## config.mk

```make
export PLATFORM = sky130hd
export DESIGN_NAME = ttt_dot_render_flat
export DESIGN_NICKNAME = d
export VERILOG_FILES = /design/src/rtl/ttt_pkg.sv /design/src/rtl/ttt_dot_render_if.sv /design/src/rtl/ttt_tick_gen.sv /design/src/rtl/ttt_dot_render.sv /design/src/flat_wrapper.sv
export SDC_FILE = /design/constraint.sdc
export NUM_CORES = 1
export LEC_CHECK = 0
export ABC_AREA = 0
export CORE_ASPECT_RATIO = 0.9
export CORE_MARGIN = 8
export CORE_UTILIZATION = 35
export DETAILED_ROUTE_END_ITERATION = 8
export HOLD_SLACK_MARGIN = 0.08
export PLACE_DENSITY = 0.55
export SLEW_MARGIN = 25
export SYNTH_ARGS = -nofsm -noshare
export SYNTH_HDL_FRONTEND = slang
export SYNTH_HIERARCHICAL = 1
export SYNTH_SLANG_ARGS = --single-unit
```

## constraint.sdc

```tcl
create_clock -name clk -period 10.3 [get_ports clk]
set_input_delay 2.06 -clock clk [delete_from_list [all_inputs] [get_ports clk]]
set_output_delay 2.06 -clock clk [all_outputs]
set_load 0.01 [all_outputs]
```

## src/rtl/ttt_pkg.sv

```systemverilog
// Shared definitions for the tic-tac-toe dot-matrix renderer: cell codes,
// matrix geometry and glyph bitmaps.
package ttt_pkg;

  typedef enum logic [1:0] {
    EMPTY = 2'b00,
    X     = 2'b01,
    O     = 2'b10
  } cell_e;

  localparam int unsigned CELLS      = 9;
  localparam int unsigned ROWS       = 10;
  localparam int unsigned COLS       = 14;
  localparam int unsigned CELL_W     = 4;
  localparam int unsigned CELL_H     = 3;
  localparam int unsigned GRID       = 3;
  localparam int unsigned CELL_PITCH = CELL_W + 1;
  localparam int unsigned STATUS_ROW = ROWS - 1;

  // Glyph lines indexed by line-within-cell; bit 0 is the leftmost dot.
  localparam logic [CELL_H-1:0][CELL_W-1:0] X_GLYPH = {4'b1001, 4'b0110, 4'b1001};
  localparam logic [CELL_H-1:0][CELL_W-1:0] O_GLYPH = {4'b1111, 4'b1001, 4'b1111};

  localparam logic [COLS-1:0] TURN_X_COLS = 14'h000F;
  localparam logic [COLS-1:0] TURN_O_COLS = 14'h3C00;

  // Code 2'b11 is not a legal mark and falls through to a blank cell.
  function automatic logic [CELL_W-1:0] glyph_line(input logic [1:0] code,
                                                    input logic [1:0] line);
    logic [CELL_W-1:0] g;
    g = '0;
    case (code)
      X:       g = X_GLYPH[line];
      O:       g = O_GLYPH[line];
      default: g = '0;
    endcase
    return g;
  endfunction

endpackage

```

## src/rtl/ttt_dot_render_if.sv

```systemverilog
// Game-state inputs and matrix drive outputs of the dot renderer.
interface ttt_dot_render_if;
  import ttt_pkg::*;

  logic                 en;
  logic [2*CELLS-1:0]   board;
  logic [3:0]           cursor;
  logic                 turn_o;
  logic [ROWS-1:0]      dot_row;
  logic [COLS-1:0]      dot_col;

  modport slave (
    input  en, board, cursor, turn_o,
    output dot_row, dot_col
  );

  modport master (
    output en, board, cursor, turn_o,
    input  dot_row, dot_col
  );

endinterface

```

## src/rtl/ttt_tick_gen.sv

```systemverilog
// Free-running prescaler: one-cycle tick every DIV enabled clocks.
module ttt_tick_gen #(
  parameter int unsigned DIV = 12500
) (
  input  logic clk,
  input  logic rst,
  input  logic en,
  output logic tick
);

  localparam int unsigned CW = (DIV > 1) ? $clog2(DIV) : 1;
  localparam logic [CW-1:0] TERM = CW'(DIV - 1);

  logic [CW-1:0] cnt_q, cnt_d;

  always_comb begin
    tick  = en && (cnt_q == TERM);
    cnt_d = cnt_q;
    if (!en || tick) begin
      cnt_d = '0;
    end else begin
      cnt_d = cnt_q + 1'b1;
    end
  end

  always_ff @(posedge clk or negedge rst) begin
    if (!rst) begin
      cnt_q <= '0;
    end else begin
      cnt_q <= cnt_d;
    end
  end

endmodule

```

## src/rtl/ttt_dot_render.sv

```systemverilog
// Row-scanned 10x14 dot-matrix renderer for a 3x3 tic-tac-toe board with
// blinking cursor and a turn indicator on the bottom row.
module ttt_dot_render
  import ttt_pkg::*;
#(
  parameter int unsigned SCAN_DIV     = 12500,
  parameter int unsigned BLINK_FRAMES = 16
) (
  input  logic            clk,
  input  logic            rst,
  ttt_dot_render_if.slave bus
);

  localparam int unsigned RW = $clog2(ROWS);
  localparam int unsigned BW = $clog2(BLINK_FRAMES + 1);
  localparam logic [RW-1:0] LAST_ROW = RW'(STATUS_ROW);
  localparam logic [BW-1:0] BLINK_TOP = BW'(BLINK_FRAMES);

  logic                tick;
  logic                frame_start;

  logic [RW-1:0]       row_q, row_d;
  logic [BW-1:0]       blink_cnt_q, blink_cnt_d;
  logic                blink_q, blink_d;
  logic [2*CELLS-1:0]  board_q, board_d;
  logic [3:0]          cursor_q, cursor_d;
  logic                turn_q, turn_d;
  logic [ROWS-1:0]     dot_row_q, dot_row_d;
  logic [COLS-1:0]     dot_col_q, dot_col_d;
  logic [COLS-1:0]     pattern;

  logic                cur_valid;
  int unsigned         cur_k;
  int unsigned         cell_r;
  int unsigned         line;
  int unsigned         k;
  logic [CELL_W-1:0]   g;

  ttt_tick_gen #(
    .DIV (SCAN_DIV)
  ) u_tick (
    .clk  (clk),
    .rst  (rst),
    .en   (bus.en),
    .tick (tick)
  );

  assign frame_start = tick && (row_q == LAST_ROW);

  // Next-state: snapshot and blink phase are taken from their _d values so the
  // frame-start row already renders from the freshly latched state.
  always_comb begin
    row_d       = row_q;
    blink_cnt_d = blink_cnt_q;
    blink_d     = blink_q;
    board_d     = board_q;
    cursor_d    = cursor_q;
    turn_d      = turn_q;
    dot_row_d   = dot_row_q;
    dot_col_d   = dot_col_q;

    if (!bus.en) begin
      row_d       = LAST_ROW;
      blink_cnt_d = '0;
      blink_d     = 1'b0;
      dot_row_d   = '0;
      dot_col_d   = '0;
    end else if (tick) begin
      row_d = (row_q == LAST_ROW) ? '0 : row_q + 1'b1;
      if (frame_start) begin
        board_d  = bus.board;
        cursor_d = bus.cursor;
        turn_d   = bus.turn_o;
        // Counter starts at 0 but wraps to 1, so the first phase spans
        // exactly BLINK_FRAMES frames just like every later one.
        if (blink_cnt_q == BLINK_TOP) begin
          blink_cnt_d = BW'(1);
          blink_d     = ~blink_q;
        end else begin
          blink_cnt_d = blink_cnt_q + 1'b1;
        end
      end
      dot_row_d = ROWS'(1) << row_d;
      dot_col_d = pattern;
    end
  end

  always_comb begin
    pattern   = '0;
    g         = '0;
    k         = 0;
    cur_valid = (cursor_d != 4'd0) && (cursor_d <= 4'(CELLS));
    cur_k     = 32'(cursor_d) - 1;
    cell_r    = 32'(row_d) / CELL_H;
    line      = 32'(row_d) % CELL_H;
    if (row_d == LAST_ROW) begin
      pattern = turn_d ? TURN_O_COLS : TURN_X_COLS;
    end else begin
      for (int unsigned c = 0; c < GRID; c++) begin
        k = cell_r * GRID + c;
        g = (k < CELLS) ? glyph_line(board_d[2*k +: 2], 2'(line)) : '0;
        if (blink_d && cur_valid && (k == cur_k)) begin
          g = ~g;
        end
        pattern[c*CELL_PITCH +: CELL_W] = g;
      end
    end
  end

  always_ff @(posedge clk or negedge rst) begin
    if (!rst) begin
      row_q       <= LAST_ROW;
      blink_cnt_q <= '0;
      blink_q     <= 1'b0;
      board_q     <= '0;
      cursor_q    <= '0;
      turn_q      <= 1'b0;
      dot_row_q   <= '0;
      dot_col_q   <= '0;
    end else begin
      row_q       <= row_d;
      blink_cnt_q <= blink_cnt_d;
      blink_q     <= blink_d;
      board_q     <= board_d;
      cursor_q    <= cursor_d;
      turn_q      <= turn_d;
      dot_row_q   <= dot_row_d;
      dot_col_q   <= dot_col_d;
    end
  end

  assign bus.dot_row = dot_row_q;
  assign bus.dot_col = dot_col_q;

endmodule

```

## src/flat_wrapper.sv

```systemverilog
// flat-port wrapper written by rule: the top's interface ports become plain ports
module ttt_dot_render_flat import ttt_pkg::*;
#(
  parameter int unsigned SCAN_DIV     = 12500,
  parameter int unsigned BLINK_FRAMES = 16
)
  (clk, rst, bus_en, bus_board, bus_cursor, bus_turn_o, bus_dot_row, bus_dot_col);
  ttt_dot_render_if bus_i ();
  input  logic clk;
  input  logic rst;
  input wire logic [$bits(bus_i.en)-1:0] bus_en;
  input wire logic [$bits(bus_i.board)-1:0] bus_board;
  input wire logic [$bits(bus_i.cursor)-1:0] bus_cursor;
  input wire logic [$bits(bus_i.turn_o)-1:0] bus_turn_o;
  output wire logic [$bits(bus_i.dot_row)-1:0] bus_dot_row;
  output wire logic [$bits(bus_i.dot_col)-1:0] bus_dot_col;
  assign bus_i.en = bus_en;
  assign bus_i.board = bus_board;
  assign bus_i.cursor = bus_cursor;
  assign bus_i.turn_o = bus_turn_o;
  assign bus_dot_row = bus_i.dot_row;
  assign bus_dot_col = bus_i.dot_col;
  ttt_dot_render #(.SCAN_DIV(SCAN_DIV), .BLINK_FRAMES(BLINK_FRAMES)) u_core (.clk(clk), .rst(rst), .bus(bus_i));
endmodule
```

After elaboration in Yosys (flattened, before gate mapping)
Index checks and enable logic that the tools add are counted.
{"block": "totals", "out_inout_bits": 24, "register_bits": 71}
{"block": "op_classes", "reduce_logical": 11, "muxes": 47, "div": 2, "n_mul": 1, "shifts": 4, "n_lt_le_gt_ge": 5, "bitwise": 4, "n_eq_ne": 15, "n_addsub": 6}
{"op": "18-bit by 33-bit indexed part select with 2-bit output", "count": 3}
{"op": "32-bit equality test", "count": 3}
{"op": "32-bit by 4-bit < comparator with 1-bit output (second input constant)", "count": 3}
{"op": "4-bit 2-to-1 mux", "count": 20}
{"op": "14-bit 2-to-1 mux", "count": 4}
{"op": "18-bit 2-to-1 mux", "count": 3}
{"op": "32-bit by 1-bit adder with 32-bit output (second input constant)", "count": 1}
{"op": "32-bit by 2-bit adder with 32-bit output (second input constant)", "count": 1}
{"op": "4-bit by 2-bit divider with 32-bit output (second input constant)", "count": 1}
{"op": "4-bit by 2-bit modulo with 32-bit output (second input constant)", "count": 1}
{"op": "32-bit by 2-bit multiplier with 32-bit output (second input constant)", "count": 1}
{"op": "4-bit case mux with 2 select lines", "count": 3}
{"op": "10-bit 2-to-1 mux", "count": 2}
{"op": "5-bit 2-to-1 mux", "count": 4}
{"op": "4-bit binary-select mux with 2-bit select", "count": 2}
{"op": "14-bit by 1-bit adder with 14-bit output (second input constant)", "count": 1}
{"op": "14-bit equality test (second input constant)", "count": 1}
{"op": "4-bit NOT", "count": 3}
{"op": "1-bit by 4-bit << shifter with 10-bit output (first input constant)", "count": 1}
{"op": "1-bit 2-to-1 mux", "count": 9}
{"op": "4-bit equality test (second input constant)", "count": 2}
{"op": "1-bit logical AND", "count": 7}
{"op": "2-bit by 1-bit equality test with 1-bit output (second input constant)", "count": 3}
{"op": "2-bit equality test (second input constant)", "count": 3}
{"op": "12 further kinds", "count": 13}

Longest topological paths before layout
{"block": "depth", "ltp_word": 17, "ltp_mapped": 34, "mapped_depth_nobuf": 31}

Modules after synthesis
The synthesis kept the hierarchy.
{"module": "ttt_dot_render", "cells_per_inst": 417, "n_inst": 1, "area_each_um2": 3902.5}
{"module": "ttt_tick_gen", "cells_per_inst": 74, "n_inst": 1, "area_each_um2": 729.4}

Worst setup path after synthesis
No wires, ideal clock.
{"block": "synth_timing", "path_kind": "input to register", "from": "input bus_en", "to": "register u_core.dot_col_q[8], in the netlist u_core/bus.dot_col[8]", "setup_time_ns": 0.121, "t_arrival_ns": 8.657, "t_required_ns": 10.179, "cell_stages": 30, "path_slack_ns": 1.522, "path_cell_list": "inv_1 -> nor2_1 -> nand2_1 -> o21ai_0 -> nand3_1 -> ha_1 -> or4bb_1 -> mux2i_1 -> nor3_1 -> a21bo_1 -> buf_6 -> clkinv_2 -> xnor2_1 -> ha_1 -> nor2_1 -> nand2_1 -> buf_2 -> ha_1 -> fa_1 -> ha_1 -> o21ai_1 -> xnor2_1 -> a2111oi_0 -> or3_1 -> o211a_1 -> ha_1 -> or2_1 -> a2111oi_2 -> xnor2_1 -> o21ai_1"}
{"block": "synth_between", "elab_chain_cells": 16}
{"element": "from (decl)", "line_no": "flat_wrapper.sv:11", "rtl": "input wire logic [$bits(bus_i.en)-1:0] bus_en;"}
{"element": "1-bit logical AND *", "line_no": "ttt_tick_gen.sv:17", "rtl": "tick = en && (cnt_q == TERM);"}
{"element": "net u_core.tick", "line_no": "ttt_dot_render.sv:19", "rtl": "logic tick;"}
{"element": "4-bit 2-to-1 mux *", "line_no": "ttt_dot_render.sv:68", "rtl": "end else if (tick) begin"}
{"element": "4-bit 2-to-1 mux *", "line_no": "ttt_dot_render.sv:62", "rtl": "if (!bus.en) begin"}
{"element": "net u_core.row_d[3]", "line_no": "ttt_dot_render.sv:22", "rtl": "logic [RW-1:0] row_q, row_d;"}
{"element": "4-bit by 2-bit divider with 32-bit output", "line_no": "ttt_dot_render.sv:94", "rtl": "cell_r = 32'(row_d) / CELL_H;"}
{"element": "32-bit by 2-bit multiplier with 32-bit output", "line_no": "ttt_dot_render.sv:100", "rtl": "k = cell_r * GRID + c;"}
{"element": "32-bit by 1-bit adder with 32-bit output", "line_no": "ttt_dot_render.sv:100"}
{"element": "[... 2 more ...]"}
{"element": "4-bit case mux with 2 select lines", "line_no": "ttt_pkg.sv:32", "rtl": "case (code)"}
{"element": "4-bit 2-to-1 mux", "line_no": "ttt_dot_render.sv:96", "rtl": "if (row_d == LAST_ROW) begin"}
{"element": "4-bit 2-to-1 mux", "line_no": "ttt_dot_render.sv:101", "rtl": "g = (k < CELLS) ? glyph_line(board_d[2*k +: 2], 2'(line)) : '0;"}
{"element": "4-bit NOT", "line_no": "ttt_dot_render.sv:103", "rtl": "g = ~g;"}
{"element": "4-bit 2-to-1 mux", "line_no": "ttt_dot_render.sv:102", "rtl": "if (blink_d && cur_valid && (k == cur_k)) begin"}
{"element": "4-bit 2-to-1 mux *", "line_no": "ttt_dot_render.sv:96"}
{"element": "14-bit 2-to-1 mux *", "line_no": "ttt_dot_render.sv:68"}
{"element": "14-bit 2-to-1 mux *", "line_no": "ttt_dot_render.sv:62"}
{"element": "to (signal assigned)", "line_no": "ttt_dot_render.sv:128", "rtl": "dot_col_q <= dot_col_d;"}
{"element": "to (decl)", "line_no": "ttt_dot_render.sv:29", "rtl": "logic [COLS-1:0] dot_col_q, dot_col_d;"}
The timed path passes the listed nets; every way through them passes the cells marked *. The select of a mux whose other input is x is not followed.
A chain may end at the register's enable or synchronous reset.

Final worst setup path
{"block": "layout_timing", "from": "input bus_en", "to": "register u_core.dot_col_q[12], in the netlist u_core/bus.dot_col[12]"}
{"block": "layout_between", "elab_chain_cells": 16}
{"element": "1-bit logical AND *", "line_no": "ttt_tick_gen.sv:17"}
{"element": "net u_core.tick", "line_no": "ttt_dot_render.sv:19"}
{"element": "4-bit 2-to-1 mux", "line_no": "ttt_dot_render.sv:68"}
{"element": "4-bit 2-to-1 mux", "line_no": "ttt_dot_render.sv:62"}
{"element": "4-bit by 2-bit divider with 32-bit output", "line_no": "ttt_dot_render.sv:94"}
{"element": "32-bit by 2-bit multiplier with 32-bit output", "line_no": "ttt_dot_render.sv:100"}
{"element": "32-bit by 2-bit adder with 32-bit output", "line_no": "ttt_dot_render.sv:100"}
{"element": "18-bit by 33-bit indexed part select with 2-bit output", "line_no": "ttt_dot_render.sv:101"}
{"element": "2-bit equality test / 2-bit by 1-bit equality test with 1-bit output (equally long branches)", "line_no": "ttt_pkg.sv:32"}
{"element": "4-bit case mux with 2 select lines", "line_no": "ttt_pkg.sv:32"}
{"element": "4-bit 2-to-1 mux", "line_no": "ttt_dot_render.sv:96"}
{"element": "4-bit 2-to-1 mux", "line_no": "ttt_dot_render.sv:101"}
{"element": "4-bit NOT", "line_no": "ttt_dot_render.sv:103"}
{"element": "4-bit 2-to-1 mux", "line_no": "ttt_dot_render.sv:102"}
{"element": "4-bit 2-to-1 mux", "line_no": "ttt_dot_render.sv:96"}
{"element": "14-bit 2-to-1 mux", "line_no": "ttt_dot_render.sv:68"}
{"element": "14-bit 2-to-1 mux", "line_no": "ttt_dot_render.sv:62"}
Marked as above.

==> run_summary.xml <==
<?xml version="1.0" encoding="UTF-8"?>
<metrics>
  <group name="setup_path">
    <metric name="timing.critical_path.mode_cell" unit="">sky130_fd_sc_hd__ha_1</metric>
    <metric name="count_of_cells_along_the_worst_register_to_register_path" unit="">32</metric>
    <metric name="r2r_end" unit="">u_core/bus.dot_col[12]</metric>
    <metric name="timing.critical_path.to" unit="">u_core/bus.dot_col[12]</metric>
    <metric name="kind_of_start_point_of_the_critical_path" unit="">input port</metric>
    <metric name="rr_startpoint" unit="">u_core/u_tick/cnt_q[0]</metric>
    <metric name="critPathKind" unit="">input port to flop</metric>
    <metric name="crit_arrival" unit="ps">9780</metric>
    <metric name="worst_setup_path_startpoint" unit="">bus_en</metric>
    <metric name="critical_path_required_time" unit="ps">10490</metric>
    <metric name="endpoint_kind" unit="">flop</metric>
    <metric name="regToRegSetupSlack" unit="ps">1900</metric>
    <metric name="critical-path-max-stage-delay" unit="ps">560</metric>
    <metric name="critical_path.slowest_cell" unit="">sky130_fd_sc_hd__a2111oi_1</metric>
    <metric name="cp_max_fo" unit="">7</metric>
  </group>
  <group name="sta">
    <metric name="hold_violations" unit="">0</metric>
    <metric name="period_share" unit="">0.931</metric>
    <metric name="setup_skew_after_layout" unit="ps">7.56</metric>
    <metric name="max_slew_violation_count" unit="">0</metric>
    <metric name="worst_slew_margin_rel" unit="">0.427</metric>
    <metric name="fin_ws" unit="ps">712</metric>
    <metric name="number_of_failing_setup_endpoints_in_the_final_timing_report" unit="">0</metric>
    <metric name="grt_setup_unrepaired" unit="">no</metric>
    <metric name="fmax" unit="MHz">104</metric>
    <metric name="transition_time_at_the_pin_with_the_least_slew_margin" unit="ps">835</metric>
    <metric name="setup_tns" unit="ps">0</metric>
    <metric name="post-route-min-period" unit="ps">9590</metric>
    <metric name="hold_slack" unit="ps">490</metric>
  </group>
  <group name="die">
    <metric name="initial_utilization" unit="">0.352</metric>
    <metric name="top_level_ports" unit="">50</metric>
    <metric name="coreArea" unit="µm²">13200</metric>
    <metric name="dieArea" unit="µm²">17200</metric>
    <metric name="fp.dieW" unit="µm">137</metric>
    <metric name="floorplan.rows" unit="">40</metric>
    <metric name="die_h" unit="µm">125</metric>
  </group>
  <group name="detailed_routing">
    <metric name="drt-pass1-iter-count" unit="">5</metric>
    <metric name="via_density_per_instance" unit="">5.38</metric>
    <metric name="detail-route-antenna-nets" unit="">0</metric>
    <metric name="drt_drc_violations_left" unit="">0</metric>
    <metric name="routedWlPerCell" unit="µm">16.7</metric>
    <metric name="final_routed_wirelength_across_all_metal_layers" unit="µm">11800</metric>
    <metric name="num_vias" unit="">3790</metric>
    <metric name="detail_route.iter0.violations" unit="">342</metric>
  </group>
  <group name="pwr">
    <metric name="total_leakage_power" unit="µW">0.00248</metric>
    <metric name="totalPowerFinal" unit="µW">601</metric>
    <metric name="cellPowerDensity" unit="nW/µm²">109</metric>
    <metric name="max-vdd-ir-drop" unit="mV">0.0729</metric>
  </group>
  <group name="placed_design">
    <metric name="detail_placement_hpwl" unit="µm">8740</metric>
    <metric name="place_worst_setup_slack" unit="ps">446</metric>
    <metric name="place.gp.congestion" unit="">0.867</metric>
    <metric name="dpl_cell_area" unit="µm²">5200</metric>
    <metric name="portBuffers" unit="">47</metric>
  </group>
  <group name="synthesis">
    <metric name="post-synth-top-count-cell" unit="">sky130_fd_sc_hd__dfrtp_1</metric>
    <metric name="synth_top_family_by_area" unit="">simple AND/OR/NAND/NOR gates</metric>
    <metric name="syn_area_per_cell" unit="µm²">9.43</metric>
    <metric name="synth.area.top_cells" unit="">sky130_fd_sc_hd__dfrtp_1 (33%), sky130_fd_sc_hd__ha_1 (6.8%), sky130_fd_sc_hd__xnor2_1 (5.1%)</metric>
    <metric name="synth_fa_ha_area_frac" unit="">0.0719</metric>
    <metric name="synth_compound_area_frac" unit="">0.146</metric>
    <metric name="yosys.area_share.simple" unit="">0.209</metric>
    <metric name="ys_dominant_reg_cell" unit="">sky130_fd_sc_hd__dfrtp_1</metric>
    <metric name="netlist_area" unit="µm²">4630</metric>
    <metric name="ys.warnings.count" unit="">6</metric>
    <metric name="synth_cell_type_count" unit="">80</metric>
    <metric name="ys_async_sr_fraction" unit="">1.00</metric>
    <metric name="netlist.top_cell.by_area" unit="">sky130_fd_sc_hd__dfrtp_1</metric>
    <metric name="post_synth_mux_area_share" unit="">0.0959</metric>
    <metric name="synth.top_cell.area_share" unit="">0.330</metric>
    <metric name="synth_sequential_area_ratio" unit="">0.341</metric>
    <metric name="synth_enable_flop_cells" unit="">0</metric>
    <metric name="synth.top_cells.by_count" unit="">sky130_fd_sc_hd__dfrtp_1 (61), sky130_fd_sc_hd__nand2_1 (43), sky130_fd_sc_hd__nor2_1 (36), sky130_fd_sc_hd__inv_1 (31), sky130_fd_sc_hd__xnor2_1 (27)</metric>
    <metric name="syn_inst" unit="">491</metric>
    <metric name="synth_xor_xnor_area_share" unit="">0.0681</metric>
    <metric name="synth.ff_latch_count" unit="">63</metric>
  </group>
  <group name="cells_and_area">
    <metric name="antenna-diode-count" unit="">0</metric>
    <metric name="syn_to_final_growth" unit="%">19.1</metric>
    <metric name="design_area" unit="µm²">5520</metric>
    <metric name="drive_above_1_share" unit="">0.116</metric>
    <metric name="num-nets-final" unit="">583</metric>
  </group>
  <group name="clock_network">
    <metric name="cts_max_level" unit="">3</metric>
    <metric name="cts_root_buf" unit="">sky130_fd_sc_hd__clkbuf_16</metric>
    <metric name="worstSkewPairLatency" unit="ps">340</metric>
    <metric name="clockBufferDepth" unit="">2</metric>
    <metric name="tritoncts_clock_tree" unit="">done</metric>
    <metric name="cts.clk_slew.worst_paths" unit="ps">60</metric>
    <metric name="cts-hold-fix-buffers" unit="">0</metric>
    <metric name="cts.sinks" unit="">63</metric>
    <metric name="cts_setup_buffers" unit="">0</metric>
    <metric name="numCtsBuffers" unit="">9</metric>
    <metric name="cts_resized" unit="">0</metric>
  </group>
  <group name="run_status">
    <metric name="status" unit="">complete, no violations</metric>
  </group>
  <group name="worst_hold_path">
    <metric name="hold_class" unit="">flop to flop</metric>
  </group>
  <group name="flow_run">
    <metric name="cap_viol_max_count" unit="">0</metric>
  </group>
  <group name="grt">
    <metric name="grt_use_total" unit="">0.142</metric>
    <metric name="grt_antenna_before_repair" unit="">0</metric>
    <metric name="grt_pass1_wl" unit="µm">19600</metric>
    <metric name="first_global_vias" unit="">3850</metric>
    <metric name="globalRouteOverflowTotal" unit="">0</metric>
    <metric name="grt_max_degree" unit="">64</metric>
  </group>
</metrics>
==> where the power goes <==
part           internal, µW  switching, µW
registers               249           1.39
clock network           212            116
logic                  11.0           12.1
total                   472            130
==> metal layers <==
metal	share of wire	GRT usage	vias to the layer above
met5	0	0	-
met4	0.018	0.0479	0
met3	0.056	0.0396	17
met2	0.47	0.227	91
met1	0.46	0.180	1847
li1	-	-	1835
==> sequential cells by signal, indices dropped and copies added (netlist names) <==
register and cells:
u_core/turn_q 1, u_core/bus.dot_row 10, u_core/u_tick/cnt_q 14, u_core/row_q 4, u_core/bus.dot_col 6, u_core/board_q 18, u_core/cursor_q 4, u_core/blink_cnt_q 5
u_core/blink_q 1
==> cell usage in the layout, fill, tap and decap left out, types with 15 or more instances in the layout <==
master and instances:
sky130_fd_sc_hd__nor2_1 36, sky130_fd_sc_hd__mux2i_1 23, sky130_fd_sc_hd__xnor2_1 27, sky130_fd_sc_hd__inv_1 31, sky130_fd_sc_hd__nand2_1 43, sky130_fd_sc_hd__nand3_1 21
sky130_fd_sc_hd__o21ai_0 15, sky130_fd_sc_hd__ha_1 25, sky130_fd_sc_hd__a21oi_1 15, sky130_fd_sc_hd__clkdlybuf4s50_1 46, sky130_fd_sc_hd__dfrtp_1 61
==> logic make-up after synthesis <==
group,count (synthesis)
fa+ha+maj,26
xor+xnor,36
other cells,1
mux,33
buf+inv,62
flops,63
compound gates,91
simple gates,179
==> worst min-delay path by stage <==
stage / from / end / slack [ps] / depth (start not counted)
final: u_core/bus.dot_row[3] / u_core/bus.dot_row[3] / 490 / 1
after global routing: u_core/bus.dot_row[3] / u_core/bus.dot_row[3] / 510 / 1
after CTS: u_core/blink_cnt_q[4] / u_core/blink_cnt_q[4] / 490 / 1
after detailed placement: u_core/bus.dot_row[3] / u_core/bus.dot_row[3] / 480 / 1
after global placement: u_core/blink_cnt_q[4] / u_core/blink_cnt_q[4] / 480 / 1
after floorplan: u_core/blink_cnt_q[4] / u_core/blink_cnt_q[4] / 450 / 1
==> area by class of cell <==
type                       instances  area [µm²]
inverter                          34         129
tap                              168         210
clock inverter                     7        96.3
multi-input combinational        367        2750
fill                            1296        7640
sequential                        63        1580
clock buffer                       9         225
timing repair buffer              56         533
==> through the flow <==
stage          utilization  instances
2_1_floorplan            -        492
3_3_place_gp         0.395        688
6_report             0.419        704
4_1_cts              0.419        704
3_5_place_dp         0.395        688
5_1_grt              0.419        704
==> critical path, delay by kind of cell <==
family / cells / cell delay, ps
adders and majority gates: 5 / 1330
muxes: 2 / 700
and+or+nand+nor: 11 / 2500
AOI/OAI and AO/OA: 6 / 1560
xor gates and xnor gates: 2 / 690
buffers and inverters: 5 / 930
Note: power is estimated with default switching activity, not from simulation.
